<file path="config.mk">
export PLATFORM = sky130hd
export DESIGN_NAME = pipeline_hazard_unit
export DESIGN_NICKNAME = d
export VERILOG_FILES = /design/src/rtl/pipeline_hazard_unit.sv
export SDC_FILE = /design/constraint.sdc
export NUM_CORES = 1
export LEC_CHECK = 0
export BUFFER_PORTS_ARGS = -buffer_cell sky130_fd_sc_hd__buf_2
export CAP_MARGIN = 10
export CORE_ASPECT_RATIO = 0.5
export CORE_MARGIN = 2
export CORE_UTILIZATION = 54
export CTS_CLUSTER_SIZE = 20
export DETAILED_ROUTE_END_ITERATION = 8
export GPL_TIMING_DRIVEN = 0
export HOLD_SLACK_MARGIN = 0.08
export PLACE_DENSITY = 0.8
export SKIP_CTS_REPAIR_TIMING = 1
export SYNTH_ARGS = -nofsm -noshare
export SYNTH_HDL_FRONTEND = slang
export SYNTH_SLANG_ARGS = --single-unit
</file>
<file path="constraint.sdc">
create_clock -name clk -period 8 [get_ports clk]
set_clock_uncertainty 0.1 [all_clocks]
set_input_delay 0.8 -clock clk [delete_from_list [all_inputs] [get_ports clk]]
set_output_delay 0.8 -clock clk [all_outputs]
set_load 0.005 [all_outputs]
</file>
<file path="src/rtl/pipeline_hazard_unit.sv">
// Hazard and sequencing controller for the 5-stage pipeline.
// A three-deep scoreboard follows the destination register of each instruction
// in EX/MEM/WB. Load-use stalls, branch flushes and ALU operand-forwarding
// selects are all derived combinationally from that scoreboard and the decode
// fields. A saturating counter records the number of stall cycles.
module pipeline_hazard_unit #(
    parameter int FLUSH_SLOTS = 2,
    parameter int CNT_W       = 32
) (
    input  logic             clk,
    input  logic             reset,
    input  logic             id_valid,
    input  logic [4:0]       id_rs1,
    input  logic [4:0]       id_rs2,
    input  logic             id_uses_rs1,
    input  logic             id_uses_rs2,
    input  logic [4:0]       id_rd,
    input  logic             id_regwrite,
    input  logic             id_is_load,
    input  logic             br_taken,
    output logic             stall_if,
    output logic             bubble_ex,
    output logic             flush_id,
    output logic [1:0]       fwd_a,
    output logic [1:0]       fwd_b,
    output logic [CNT_W-1:0] stall_cycles
);

    typedef struct packed {
        logic       valid;
        logic [4:0] rd;
        logic       regwrite;
        logic       is_load;
    } sb_entry_t;

    typedef enum logic [0:0] {
        ST_IDLE  = 1'b0,
        ST_FLUSH = 1'b1
    } flush_state_t;

    // The slot count is 1..3, so a 2-bit down-counter is sufficient.
    localparam logic [1:0] FLUSH_LOAD = 2'(FLUSH_SLOTS - 1);

    sb_entry_t    ex_r, mem_r, wb_r;
    sb_entry_t    ex_nxt_s;
    flush_state_t state_r, state_nxt_s;
    logic [1:0]   cnt_r, cnt_nxt_s;
    logic [CNT_W-1:0] stall_cycles_r;
    logic         load_use_s;
    logic         stall_s;
    logic         flush_s;

    // A scoreboard entry is a forwarding source for register r only if it writes r,
    // and never when r is x0.
    function automatic logic sb_match(input sb_entry_t e, input logic [4:0] r);
        return e.valid & e.regwrite & (e.rd == r) & (r != 5'd0);
    endfunction

    // Select the operand source with EX > MEM > WB priority; 00 is the register bank.
    function automatic logic [1:0] fwd_sel(input logic uses, input logic [4:0] r,
                                           input sb_entry_t ex, input sb_entry_t mem,
                                           input sb_entry_t wb);
        logic [1:0] sel;
        sel = 2'b00;
        if (!uses) begin
            sel = 2'b00;
        end else if (sb_match(ex, r)) begin
            sel = 2'b01;
        end else if (sb_match(mem, r)) begin
            sel = 2'b10;
        end else if (sb_match(wb, r)) begin
            sel = 2'b11;
        end else begin
            sel = 2'b00;
        end
        return sel;
    endfunction

    // Hazard detection: a load in EX feeding a decode operand stalls, unless decode is being flushed.
    always_comb begin
        flush_s    = (state_r == ST_FLUSH);
        load_use_s = ((sb_match(ex_r, id_rs1) & id_uses_rs1) |
                      (sb_match(ex_r, id_rs2) & id_uses_rs2)) &
                     ex_r.is_load & id_valid;
        stall_s    = load_use_s & ~flush_s;
        stall_if   = stall_s;
        flush_id   = flush_s;
        bubble_ex  = stall_s | flush_s;
        fwd_a      = fwd_sel(id_uses_rs1, id_rs1, ex_r, mem_r, wb_r);
        fwd_b      = fwd_sel(id_uses_rs2, id_rs2, ex_r, mem_r, wb_r);
    end

    // The decode instruction enters EX as a real entry only if it is not replaced by a bubble.
    always_comb begin
        ex_nxt_s = {id_valid & ~bubble_ex, id_rd, id_regwrite, id_is_load};
    end

    // Flush sequencer: an accepted redirect kills the next FLUSH_SLOTS decode cycles.
    always_comb begin
        state_nxt_s = state_r;
        cnt_nxt_s   = cnt_r;
        case (state_r)
            ST_IDLE: begin
                if (br_taken & ~stall_s) begin
                    state_nxt_s = ST_FLUSH;
                    cnt_nxt_s   = FLUSH_LOAD;
                end else begin
                    state_nxt_s = ST_IDLE;
                end
            end
            ST_FLUSH: begin
                if (cnt_r == 2'd0) begin
                    state_nxt_s = ST_IDLE;
                end else begin
                    cnt_nxt_s = cnt_r - 2'd1;
                end
            end
            default: begin
                state_nxt_s = ST_IDLE;
                cnt_nxt_s   = 2'd0;
            end
        endcase
    end

    // Flush sequencer state register.
    always_ff @(posedge clk or negedge reset) begin
        if (!reset) begin
            state_r <= ST_IDLE;
            cnt_r   <= 2'd0;
        end else begin
            state_r <= state_nxt_s;
            cnt_r   <= cnt_nxt_s;
        end
    end

    // Scoreboard shift: ID -> EX -> MEM -> WB, one stage per clock.
    always_ff @(posedge clk or negedge reset) begin
        if (!reset) begin
            ex_r  <= '0;
            mem_r <= '0;
            wb_r  <= '0;
        end else begin
            ex_r  <= ex_nxt_s;
            mem_r <= ex_r;
            wb_r  <= mem_r;
        end
    end

    // Saturating stall-cycle counter: holds at all-ones instead of wrapping.
    always_ff @(posedge clk or negedge reset) begin
        if (!reset) begin
            stall_cycles_r <= '0;
        end else if (stall_s && (stall_cycles_r != {CNT_W{1'b1}})) begin
            stall_cycles_r <= stall_cycles_r + CNT_W'(1);
        end else begin
            stall_cycles_r <= stall_cycles_r;
        end
    end

    assign stall_cycles = stall_cycles_r;

endmodule

</file>
---- Word-level counts from Yosys, hierarchy flattened ----
Cells that the tools add are included.
storage, ports and cells
  logic and storage cells ................. 70
  input port bits ......................... 23
  output and inout port bits .............. 39
  register bits after elaboration ......... 57
operators by class
  mux-type cells .......................... 14
  equality and inequality tests ........... 9
  add/sub/neg operators ................... 2
  bitwise operators ....................... 27
  reductions and logical operators ........ 5
operators with widths
  kind                   count
  $add 32x1->32 const B  1
  $ne 32x32->1 const B   1
  $eq 5x5->1             6
  $and 1x1->1            22
  $mux 2                 10
  $reduce_bool 5->1      2
  $pmux 2 s2             1
  $not 1->1              3
  $logic_not 2->1        1
  $mux 1                 2
  $ne 2x1->1 const B     1
  $ne 2x2->1 const B     1
  $or 1x1->1             2
  $pmux 1 s2             1
  $reduce_and 2->1       1
  $sub 2x1->2 const B    1
  $logic_and 1x1->1      1

---- Longest topological paths before layout ----
Gate-level depths: netlist (run 1).
  word-level depth ........................ 12
  mapped depth ............................ 8

---- Least setup slack after synthesis (run 1) ----
OpenSTA, ideal clock, no wires.
  kind .................................... input to output
  start point ............................. input id_rs2[2]
  end point ............................... output stall_if
  stages .................................. 4
  arrival ................................. 2.341 ns
  required time ........................... 7.100 ns
  buffers on the path ..................... 0
  setup slack ............................. 4.759 ns
  cell sequence ........................... xor2_1 > or4_1 > or4b_4 > a21oi_1
on the way
  longest elaborated chain between the ends .. 8
  elaborated cells between the ends (all ways) .. 9
  those cells by class .................... 1 x eq/ne; 7 x bitwise; 1 x reduce/logical
RTL lines
  item           line  text
  from (decl)    14    input logic [4:0] id_rs2,
  $eq 5x5->1     56    return e.valid & e.regwrite & (e.rd == r) & (r != 5'd0);
  $and 1x1->1    56
  $and 1x1->1 *  56
  $and 1x1->1 *  83    (sb_match(ex_r, id_rs2) & id_uses_rs2)) &
  $or 1x1->1 *   82    load_use_s = ((sb_match(ex_r, id_rs1) & id_uses_rs1) |
  $and 1x1->1 *  83
  $and 1x1->1 *  84    ex_r.is_load & id_valid;
  $and 1x1->1 *  85    stall_s = load_use_s & ~flush_s;
  to (decl)      21    output logic stall_if,
Mark *: on every way between the ends. The rest lies on a longest branch, timed or not.

---- Final worst setup path (run 1) ----
  start point ............................. input id_rs1[1]
  end point ............................... output stall_if
on the way
  longest elaborated chain between the ends .. 8
  elaborated cells between the ends (all ways) .. 9
  those cells by class .................... 1 x eq/ne; 7 x bitwise; 1 x reduce/logical
RTL lines
  item           line  text
  from (decl)    13    input logic [4:0] id_rs1,
  $eq 5x5->1     56
  $and 1x1->1    56
  $and 1x1->1 *  56
  $and 1x1->1 *  82
  $or 1x1->1 *   82
  $and 1x1->1 *  83
  $and 1x1->1 *  84
  $and 1x1->1 *  85
Marked as above.

==> results of run 1 <==
==> cells in the final DEF, fill, tap and decap left out, types with 5 or more instances in the layout <==
cell and instances:
clkbuf_8 10, nand4_1 17, xnor2_1 51, xor2_1 11, nor3_1 5, dfrtp_1 57
buf_2 60, nor2_1 7, nand2_1 15, and3_1 9, a21oi_1 6, nand3_1 19
==> through the flow <==
stage / instances / util / cell area, sq um / total power, mW
after floorplan: 238 / - / 2700 / 0.373
after global placement: 369 / 0.635 / 3090 / 0.399
after detailed placement: 369 / 0.635 / 3090 / 0.404
after CTS: 385 / 0.676 / 3290 / 0.674
after global routing: 385 / 0.676 / 3290 / 0.699
final: 385 / 0.676 / 3290 / 0.665
==> cell type report <==
type                    instances  area (sq um)  area share
plain buffers                   1          7.51     0.00228
clock buffers                  11           141      0.0430
clock inverters                 5          55.1      0.0167
inverters                       3          11.3     0.00342
multi-input cells             177          1250       0.381
flip-flops and latches         57          1430       0.434
well taps                      70          87.6      0.0266
repair buffers                 61           308      0.0936
==> worst max-delay path, delay by kind of cell <==
| family | cells | cell delay [ns] |
|---|---|---|
| compound gates | 1 | 0.54 |
| simple gates | 2 | 1.06 |
| xor+xnor | 1 | 0.17 |
| buf+inv | 2 | 0.36 |
==> power groups by stage <==
stage,Combinational (mW),Sequential [mW],Clock (mW)
final,0.0819,0.318,0.265
after global routing,0.0927,0.320,0.287
after CTS,0.0837,0.318,0.273
after detailed placement,0.0815,0.323,0
after global placement,0.0773,0.322,0
after floorplan,0.0519,0.321,0
==> per-layer routing <==
layer  up-vias  routed length (um)  global-route usage
met1      1030                2530               0.265
li1        981                   -                   -
met4         0                  52              0.0788
met5         -                   0                   0
met2        50                2880               0.402
met3         8                 266              0.0896
==> logic make-up after synthesis <==
kind of cell	after synthesis	share of synthesized area
flip-flops	57	0.529
XOR/XNOR	62	0.201
multiplexers	2	0.00835
AO/OA/AOI/OAI	12	0.0325
AND/OR/NAND/NOR	99	0.213
adder cells (fa/ha/maj)	2	0.00927
buffers and inverters	4	0.00696
==> synthesized netlist by cell type, types with 5 or more instances <==
master and number:
a21oi_1 6, and3_1 9, dfrtp_1 57, nand2_1 15, nand3_1 19, nand4_1 17
nor2_1 7, nor3_1 5, xnor2_1 51, xor2_1 11
==> registers in the layout, summed over array words and instances, names as in the netlist <==
name	flops
wb_r	7
mem_r	7
stall_cycles	32
ex_r	8
flush_id	1
cnt_r	2
==> how the worst max path moves through the flow <==
stage | from | end | slack (ns) | cells after the start
detailed placement | id_rs1[1] | stall_if | 4.23 | 6
global placement | id_rs2[2] | stall_if | 4.27 | 6
finish | id_rs1[1] | stall_if | 4.17 | 6
global route | id_rs1[1] | stall_if | 4.06 | 6
floorplan | id_rs2[2] | stall_if | 4.76 | 4
CTS | id_rs1[1] | stall_if | 4.21 | 6
==> results.sh, run 1 <==
export IMPL_status="completed"
export IMPL_holdPathStages=0
export IMPL_post_route_period_util=0.479
export IMPL_finalSetupTns_ns=0
export IMPL_synth_ff_type="dfrtp_1"
export IMPL_row_count=18
export IMPL_fill_cells=397
export IMPL_path_class="in -> out"
export IMPL_async_reset_ff_frac=1.00
export IMPL_cpMostUsedCell="buf_2"
export IMPL_synth_seq_area_share=0.529
export IMPL_portBuffers=61
export IMPL_grt_ovfl_total=0
export IMPL_via_count=2069
export IMPL_total_leakage_power_nw=1.54
export IMPL_drive_gt1_frac=0.263
export IMPL_final_max_slew_viol_count=0
export IMPL_dr_first_iter_drc_count=130
export IMPL_synth_seq_cells=57
export IMPL_wl_per_cell_um=14.9
export IMPL_antenna_found_initial=0
export IMPL_syn_cell_area_sq_um=2700
export IMPL_setup_ws_ns=4.17
export IMPL_ioPinCount=62
export IMPL_syn_area_per_cell_sq_um=11.3
export IMPL_reg2reg_to="stall_cycles[17]"
export IMPL_relSlewSlack=0.461
export IMPL_drtPass1Iterations=4
export IMPL_cts_reportedPaths_clkPinSlew_ns=0.06
export IMPL_initial_core_util=0.555
export IMPL_postRouteAntennaNets=0
export IMPL_syn_to_final_growth_pct=21.9
export IMPL_irDropWorstVdd_uv=110
export IMPL_cts_root_buf="clkbuf_8"
export IMPL_die_area_sq_um=5610
export IMPL_max_stage_delay_ns=0.68
export IMPL_worstSetupEndpointType="output pin"
export IMPL_cts_buffers=9
export IMPL_clock_path_buffers=2
export IMPL_p_comb_frac=0.123
export IMPL_fin_crit_ns=3.83
export IMPL_startpoint_type="input pin"
export IMPL_fmax_mhz=261
export IMPL_wirelength_mm=5.73
export IMPL_place_ws_ns=4.23
export IMPL_critPathMaxFanout=7
export IMPL_synth_edff_count=0
export IMPL_path_cells="buf_2 -> xor2_1 -> nor4_1 -> or4bb_1 -> a21oi_1 -> buf_2"
export IMPL_crit_path_top_delay_cell="or4bb_1"
export IMPL_rr_worst_depth=7
export IMPL_hpwl_mm=4.14
export IMPL_maxCapViolCount=0
export IMPL_avgViaCountPerCell=5.37
export IMPL_regToRegSetupSlack_ns=5.20
export IMPL_diodes=0
export IMPL_r2r_start="ex_r[3]"
export IMPL_tightest_slew_ns=0.802
export IMPL_p_per_area_nw_per_um2=202
export IMPL_gp_congestion=0.806
export IMPL_yosysTopAreaCellShare=0.529
export IMPL_cts_htree_levels=3
export IMPL_rsz0062_at_grt="false"
export IMPL_yosysUniqueCellTypes=33
export IMPL_dieHeight_um=54.0
export IMPL_critical_path_arrival_ns=2.93
export IMPL_core_region_area_sq_um=4860
export IMPL_whs_ns=0.279
export IMPL_nets=335
export IMPL_seq_power_share=0.478
export IMPL_p_sw_frac=0.251
export IMPL_synth_warnings=0
export IMPL_syn_nets=263
export IMPL_synth_area_leaders="dfrtp_1 (53%), xnor2_1 (17%), nand4_1 (3.9%), xor2_1 (3.6%), nand3_1 (3.5%)"
export IMPL_cts_tree="yes"
export IMPL_synth_area_leader_cell="dfrtp_1"
export IMPL_synthCells=238
export IMPL_clock_sinks=57
export IMPL_grt_pass1_vias=2062
export IMPL_hold_end="wb_r[7]"
export IMPL_detail_route_drc_violations=0
export IMPL_clk_latency_ns=0.34
export IMPL_hp_class="reg -> reg"
export IMPL_grt_start_max_net_pins=58
export IMPL_die_w_um=104
export IMPL_pwr_share_clk=0.399
export IMPL_grtUsageTotal=0.228
export IMPL_internal_power_mw=0.498
export IMPL_min_from="mem_r[7]"
export IMPL_p_switching_mw=0.167
export IMPL_setup_viol=0
export IMPL_grt_pass1_wl_mm=9.57
export IMPL_required_ns=7.10
export IMPL_hold_viol_final=0
(Power assumes the default switching activity.)
==> inputs of run 2 (changes only) <==
CORE_UTILIZATION = 53   (was 54)
PLACE_DENSITY = 0.79   (was 0.8)
clock period = 3.7 ns   (was 8 ns; I/O delays follow)
==> run 2 against run 1 <==
- core utilization increased by 1.4 points
- register-to-register slack got worse by 4.3 ns
- worst hold slack got worse by 0.14 ns
- critical path depth decreased by 1
- non-clock buffer count increased by 8
- combinational power increased by 120%
- routed wire length increased by 4.0%
- final cell count increased by 1.8%
- largest cell class unchanged
- largest power group unchanged
==> results.sh, run 2 (synthesis results as in run 1) <==
export IMPL_setup_viol=0
export IMPL_grt_start_max_net_pins=58
export IMPL_wl_per_cell_um=15.2
export IMPL_holdPathStages=2
export IMPL_clk_latency_ns=0.34
export IMPL_via_count=2171
export IMPL_total_leakage_power_nw=1.59
export IMPL_antenna_found_initial=0
export IMPL_layout_cells_non_filler=392
export IMPL_final_max_slew_viol_count=0
export IMPL_fill_cells=385
export IMPL_cts_buffers=9
export IMPL_crit_path_top_delay_cell="or4b_4"
export IMPL_syn_to_final_growth_pct=25.6
export IMPL_critical_path_arrival_ns=2.73
export IMPL_ioPinCount=62
export IMPL_cts_root_buf="clkbuf_8"
export IMPL_dr_first_iter_drc_count=80
export IMPL_min_from="br_taken"
export IMPL_required_ns=3.23
export IMPL_dieHeight_um=54.4
export IMPL_initial_core_util=0.549
export IMPL_status="completed"
export IMPL_worstSetupEndpointType="output pin"
export IMPL_layout_common_cells="buf_2 (60), dfrtp_1 (57), xnor2_1 (51), nand3_1 (19), nand4_1 (17)"
export IMPL_finalSetupTns_ns=0
export IMPL_p_sw_frac=0.235
export IMPL_total_power_mw=1.48
export IMPL_cts_tree="yes"
export IMPL_hold_viol_final=0
export IMPL_placed_cell_area_sq_um=3090
export IMPL_hp_class="in -> reg"
export IMPL_hold_end="cnt_r[1]"
export IMPL_irDropWorstVdd_uv=305
export IMPL_r2r_start="ex_r[4]"
export IMPL_cts_htree_levels=3
export IMPL_row_count=18
export IMPL_path_class="reg -> out"
export IMPL_clock_path_buffers=2
export IMPL_hpwl_mm=4.33
export IMPL_reg2reg_to="stall_cycles[15]"
export IMPL_seq_power_share=0.463
export IMPL_maxCapViolCount=0
export IMPL_cts_reportedPaths_clkPinSlew_ns=0.06
export IMPL_crit_buf_inv=1
export IMPL_regToRegSetupSlack_ns=0.88
export IMPL_avgViaCountPerCell=5.54
export IMPL_regArea_sq_um=1430
export IMPL_multiInputGateArea_sq_um=1250
export IMPL_drtPass1Iterations=4
export IMPL_p_per_area_nw_per_um2=438
export IMPL_startpoint_type="flop"
export IMPL_post_route_period_util=0.866
export IMPL_setup_ws_ns=0.495
export IMPL_grt_pass1_wl_mm=8.96
export IMPL_critical_path_top_delay_family="simple AND/OR/NAND/NOR gates"
export IMPL_relSlewSlack=0.498
export IMPL_rr_worst_depth=7
export IMPL_final_common_cell="buf_2"
export IMPL_die_area_sq_um=5710
export IMPL_fin_crit_ns=3.20
export IMPL_whs_ns=0.143
export IMPL_fin_area_sq_um=3390
export IMPL_internal_power_mw=1.14
export IMPL_dp_cells=369
export IMPL_path_cells="xor2_1 -> or4_1 -> or4b_4 -> a21oi_1 -> buf_2"
export IMPL_p_comb_frac=0.123
export IMPL_fmax_mhz=312
export IMPL_diodes=0
export IMPL_detail_route_drc_violations=0
export IMPL_wirelength_mm=5.96
export IMPL_clock_sinks=57
export IMPL_tightest_slew_ns=0.747
export IMPL_nets=343
export IMPL_max_stage_delay_ns=0.56
export IMPL_gp_congestion=0.825
export IMPL_core_region_area_sq_um=4910
export IMPL_p_switching_mw=0.348
export IMPL_final_util=0.690
export IMPL_place_ws_ns=0.803
export IMPL_drive_gt1_frac=0.258
export IMPL_rsz0062_at_grt="false"
export IMPL_portBuffers=61
export IMPL_grt_ovfl_total=0
export IMPL_die_w_um=105
export IMPL_postRouteAntennaNets=0
export IMPL_critPathMaxFanout=7
export IMPL_grtUsageTotal=0.215
export IMPL_grt_pass1_vias=1920
export IMPL_pwr_share_clk=0.414
export IMPL_largest_reg_flops=32
run 2: cell types whose count changed in the layout (fill, tap and decap cells not counted), sizes merged:
cell and delta:
dlygate4sd3 +8, clkbuf +2, clkinvlp -2, clkinv -1
run 2: power groups by stage:
stage          logic, mW  registers [mW]  clock network, mW
4_1_cts            0.178           0.686              0.627
6_report           0.183           0.686              0.614
3_5_place_dp       0.178           0.698                  0
5_1_grt            0.205           0.689              0.658
3_3_place_gp       0.167           0.695                  0
2_1_floorplan      0.112           0.694                  0
run 2: worst max-delay path by stage:
| stage | endpoint | cells past startpoint | from |
|---|---|---|---|
| 2_1_floorplan | stall_cycles[5] | 6 | ex_r[4] |
| 3_3_place_gp | stall_if | 6 | id_rs2[2] |
| 3_5_place_dp | stall_if | 6 | id_rs2[2] |
| 4_1_cts | stall_if | 5 | ex_r[4] |
| 5_1_grt | stall_if | 5 | ex_r[4] |
| 6_report | stall_if | 5 | ex_r[4] |
run 2: cell type report:
type	instances	share of cell area
sequential	57	0.421
clock buffer	13	0.0528
buffer	1	0.00222
multi-input combinational	177	0.370
timing repair buffer	69	0.115
inverter	3	0.00332
tap	70	0.0259
clock inverter	2	0.0103
run 2: per-layer routing:
metal  up-vias  GRT usage  wire (um)
li1       1002          -          -
met1      1090      0.257       2560
met2        67      0.378       2960
met3        12     0.0810        350
met4         0     0.0600         93
met5         -          0          0
run 2: worst register-to-register path: stages, from the launching register on:
cell	delay [ns]
dfrtp_1	0.41
xor2_1	0.17
or4_1	0.52
or4b_4	0.57
a211oi_4	0.37
buf_4	0.25
nand4_1	0.14
xnor2_1	0.17
==> inputs of run 3 (changes only) <==
CORE_MARGIN = not set   (was 2)
PLACE_DENSITY = not set   (was 0.79)
PLACE_DENSITY_LB_ADDON = 0.3   (was not set)
==> run 3 against run 2 <==
- fmax grew 1.5%
- count of clock-buffer cells in the layout shrank 1
- non-clock buffer count stayed put
- final cell count down 1.0%
==> results.sh, run 3 (synthesis results as in run 1) <==
export IMPL_final_max_slew_viol_count=0
export IMPL_cts_root_buf="clkbuf_8"
export IMPL_grt_pass1_vias=1955
export IMPL_die_area_sq_um=5400
export IMPL_row_count=17
export IMPL_fill_cells=359
export IMPL_worstSetupEndpointType="output pin"
export IMPL_clock_sinks=57
export IMPL_critical_path_top_delay_family="simple AND/OR/NAND/NOR gates"
export IMPL_syn_to_final_growth_pct=24.7
export IMPL_busiest_layer="met2"
export IMPL_regToRegSetupSlack_ns=0.91
export IMPL_cts_tree="yes"
export IMPL_grt_ovfl_total=0
export IMPL_diodes=0
export IMPL_rr_worst_depth=7
export IMPL_setup_ws_ns=0.543
export IMPL_relSlewSlack=0.495
export IMPL_met2_usage=0.404
export IMPL_grtUsageTotal=0.239
export IMPL_grt_start_max_net_pins=58
export IMPL_tightest_slew_ns=0.752
export IMPL_grt_pass1_wl_mm=9.18
export IMPL_holdPathStages=2
export IMPL_final_common_cell="buf_2"
export IMPL_crit_path_start="ex_r[4]"
export IMPL_ioPinCount=62
export IMPL_multiInputGateArea_sq_um=1250
export IMPL_cts_htree_levels=3
export IMPL_regArea_sq_um=1430
export IMPL_critical_path_arrival_ns=2.69
export IMPL_postRouteAntennaNets=0
export IMPL_gp_congestion=0.874
export IMPL_path_class="reg -> out"
export IMPL_wirelength_mm=5.74
export IMPL_place_ws_ns=0.824
export IMPL_layout_common_cells="buf_2 (60), dfrtp_1 (57), xnor2_1 (51), nand3_1 (19), nand4_1 (17)"
export IMPL_dr_first_iter_drc_count=78
export IMPL_critPathMaxFanout=7
export IMPL_path_cells="xor2_1 -> or4_1 -> or4b_4 -> a21oi_1 -> buf_2"
export IMPL_core_region_area_sq_um=4640
export IMPL_whs_ns=0.136
export IMPL_clk_latency_ns=0.33
export IMPL_dieHeight_um=52.4
export IMPL_hold_viol_final=0
export IMPL_cts_buffers=9
export IMPL_clock_path_buffers=2
export IMPL_drtPass1Iterations=4
export IMPL_total_leakage_power_nw=1.58
export IMPL_largest_reg_flops=32
export IMPL_via_count=2097
export IMPL_initial_core_util=0.582
export IMPL_endpoint="stall_if"
export IMPL_fin_crit_ns=3.16
export IMPL_p_per_area_nw_per_um2=430
export IMPL_r2r_start="ex_r[4]"
export IMPL_finalSetupTns_ns=0
export IMPL_post_route_period_util=0.853
export IMPL_die_w_um=103
export IMPL_portBuffers=61
export IMPL_avgViaCountPerCell=5.40
export IMPL_required_ns=3.23
export IMPL_irDropWorstVdd_uv=263
export IMPL_detail_route_drc_violations=0
export IMPL_rsz0062_at_grt="false"
export IMPL_crit_buf_inv=1
export IMPL_cp_depth=5
export IMPL_reg2reg_to="stall_cycles[17]"
export IMPL_met1_usage=0.292
export IMPL_fmax_mhz=317
export IMPL_startpoint_type="flop"
export IMPL_crit_path_top_delay_cell="or4b_4"
export IMPL_hp_class="in -> reg"
export IMPL_drive_gt1_frac=0.255
export IMPL_max_stage_delay_ns=0.56
export IMPL_maxCapViolCount=0
export IMPL_nets=343
export IMPL_grt_use_met3=0.0880
export IMPL_setup_viol=0
export IMPL_antenna_found_initial=0
export IMPL_wl_per_cell_um=14.8
export IMPL_status="completed"
export IMPL_cts_reportedPaths_clkPinSlew_ns=0.06
export IMPL_hpwl_mm=4.01
## run 3: how the worst min path moves through the flow
| stage | startpoint | to | slack, ns |
|---|---|---|---|
| final | br_taken | cnt_r[1] | 0.14 |
| after global routing | br_taken | cnt_r[1] | 0.13 |
| after CTS | id_rd[3] | ex_r[5] | 0.02 |
| after detailed placement | mem_r[1] | wb_r[1] | 0.26 |
| after global placement | mem_r[1] | wb_r[1] | 0.26 |
| after floorplan | reset | cnt_r[0] | -0.03 |
## run 3: worst register-to-register path, delay by kind of cell, from the launching register on
family / cells / cell delay, ns
AND/OR/NAND/NOR: 3 / 1.23
AO/OA/AOI/OAI: 1 / 0.37
XOR/XNOR: 2 / 0.34
buffers and inverters: 1 / 0.25
flip-flops: 1 / 0.41
## run 3: layer usage
| metal | part of all wire | vias to the layer above | wire length, um |
|---|---|---|---|
| met5 | 0 | - | 0 |
| met4 | 0.0080 | 0 | 46 |
| met3 | 0.047 | 5 | 271 |
| met2 | 0.49 | 58 | 2830 |
| met1 | 0.45 | 1032 | 2590 |
| li1 | - | 1002 | - |
## run 3: final cells by class
type,count,area share
sequential,57,0.424
multi-input combinational,177,0.372
inverter,3,0.00335
buffer,1,0.00223
clock buffer,12,0.0461
timing repair buffer,69,0.115
tap,66,0.0246
clock inverter,3,0.0119
## run 3: metrics by stage
stage | utilization | instance area, sq um | power (mW) | std cells
after global routing | 0.725 | 3360 | 1.51 | 388
final | 0.725 | 3360 | 1.45 | 388
after CTS | 0.708 | 3280 | 1.45 | 380
after floorplan | - | 2700 | 0.806 | 238
after global placement | 0.665 | 3090 | 0.862 | 365
after detailed placement | 0.665 | 3090 | 0.873 | 365
## run 3: report_power, final
group	leakage [nW]	internal, mW	total, mW	switching [mW]
combinational	0.737	0.0958	0.184	0.0878
clock	0.102	0.342	0.576	0.234
sequential	0.743	0.661	0.686	0.0253
total	1.58	1.10	1.45	0.347
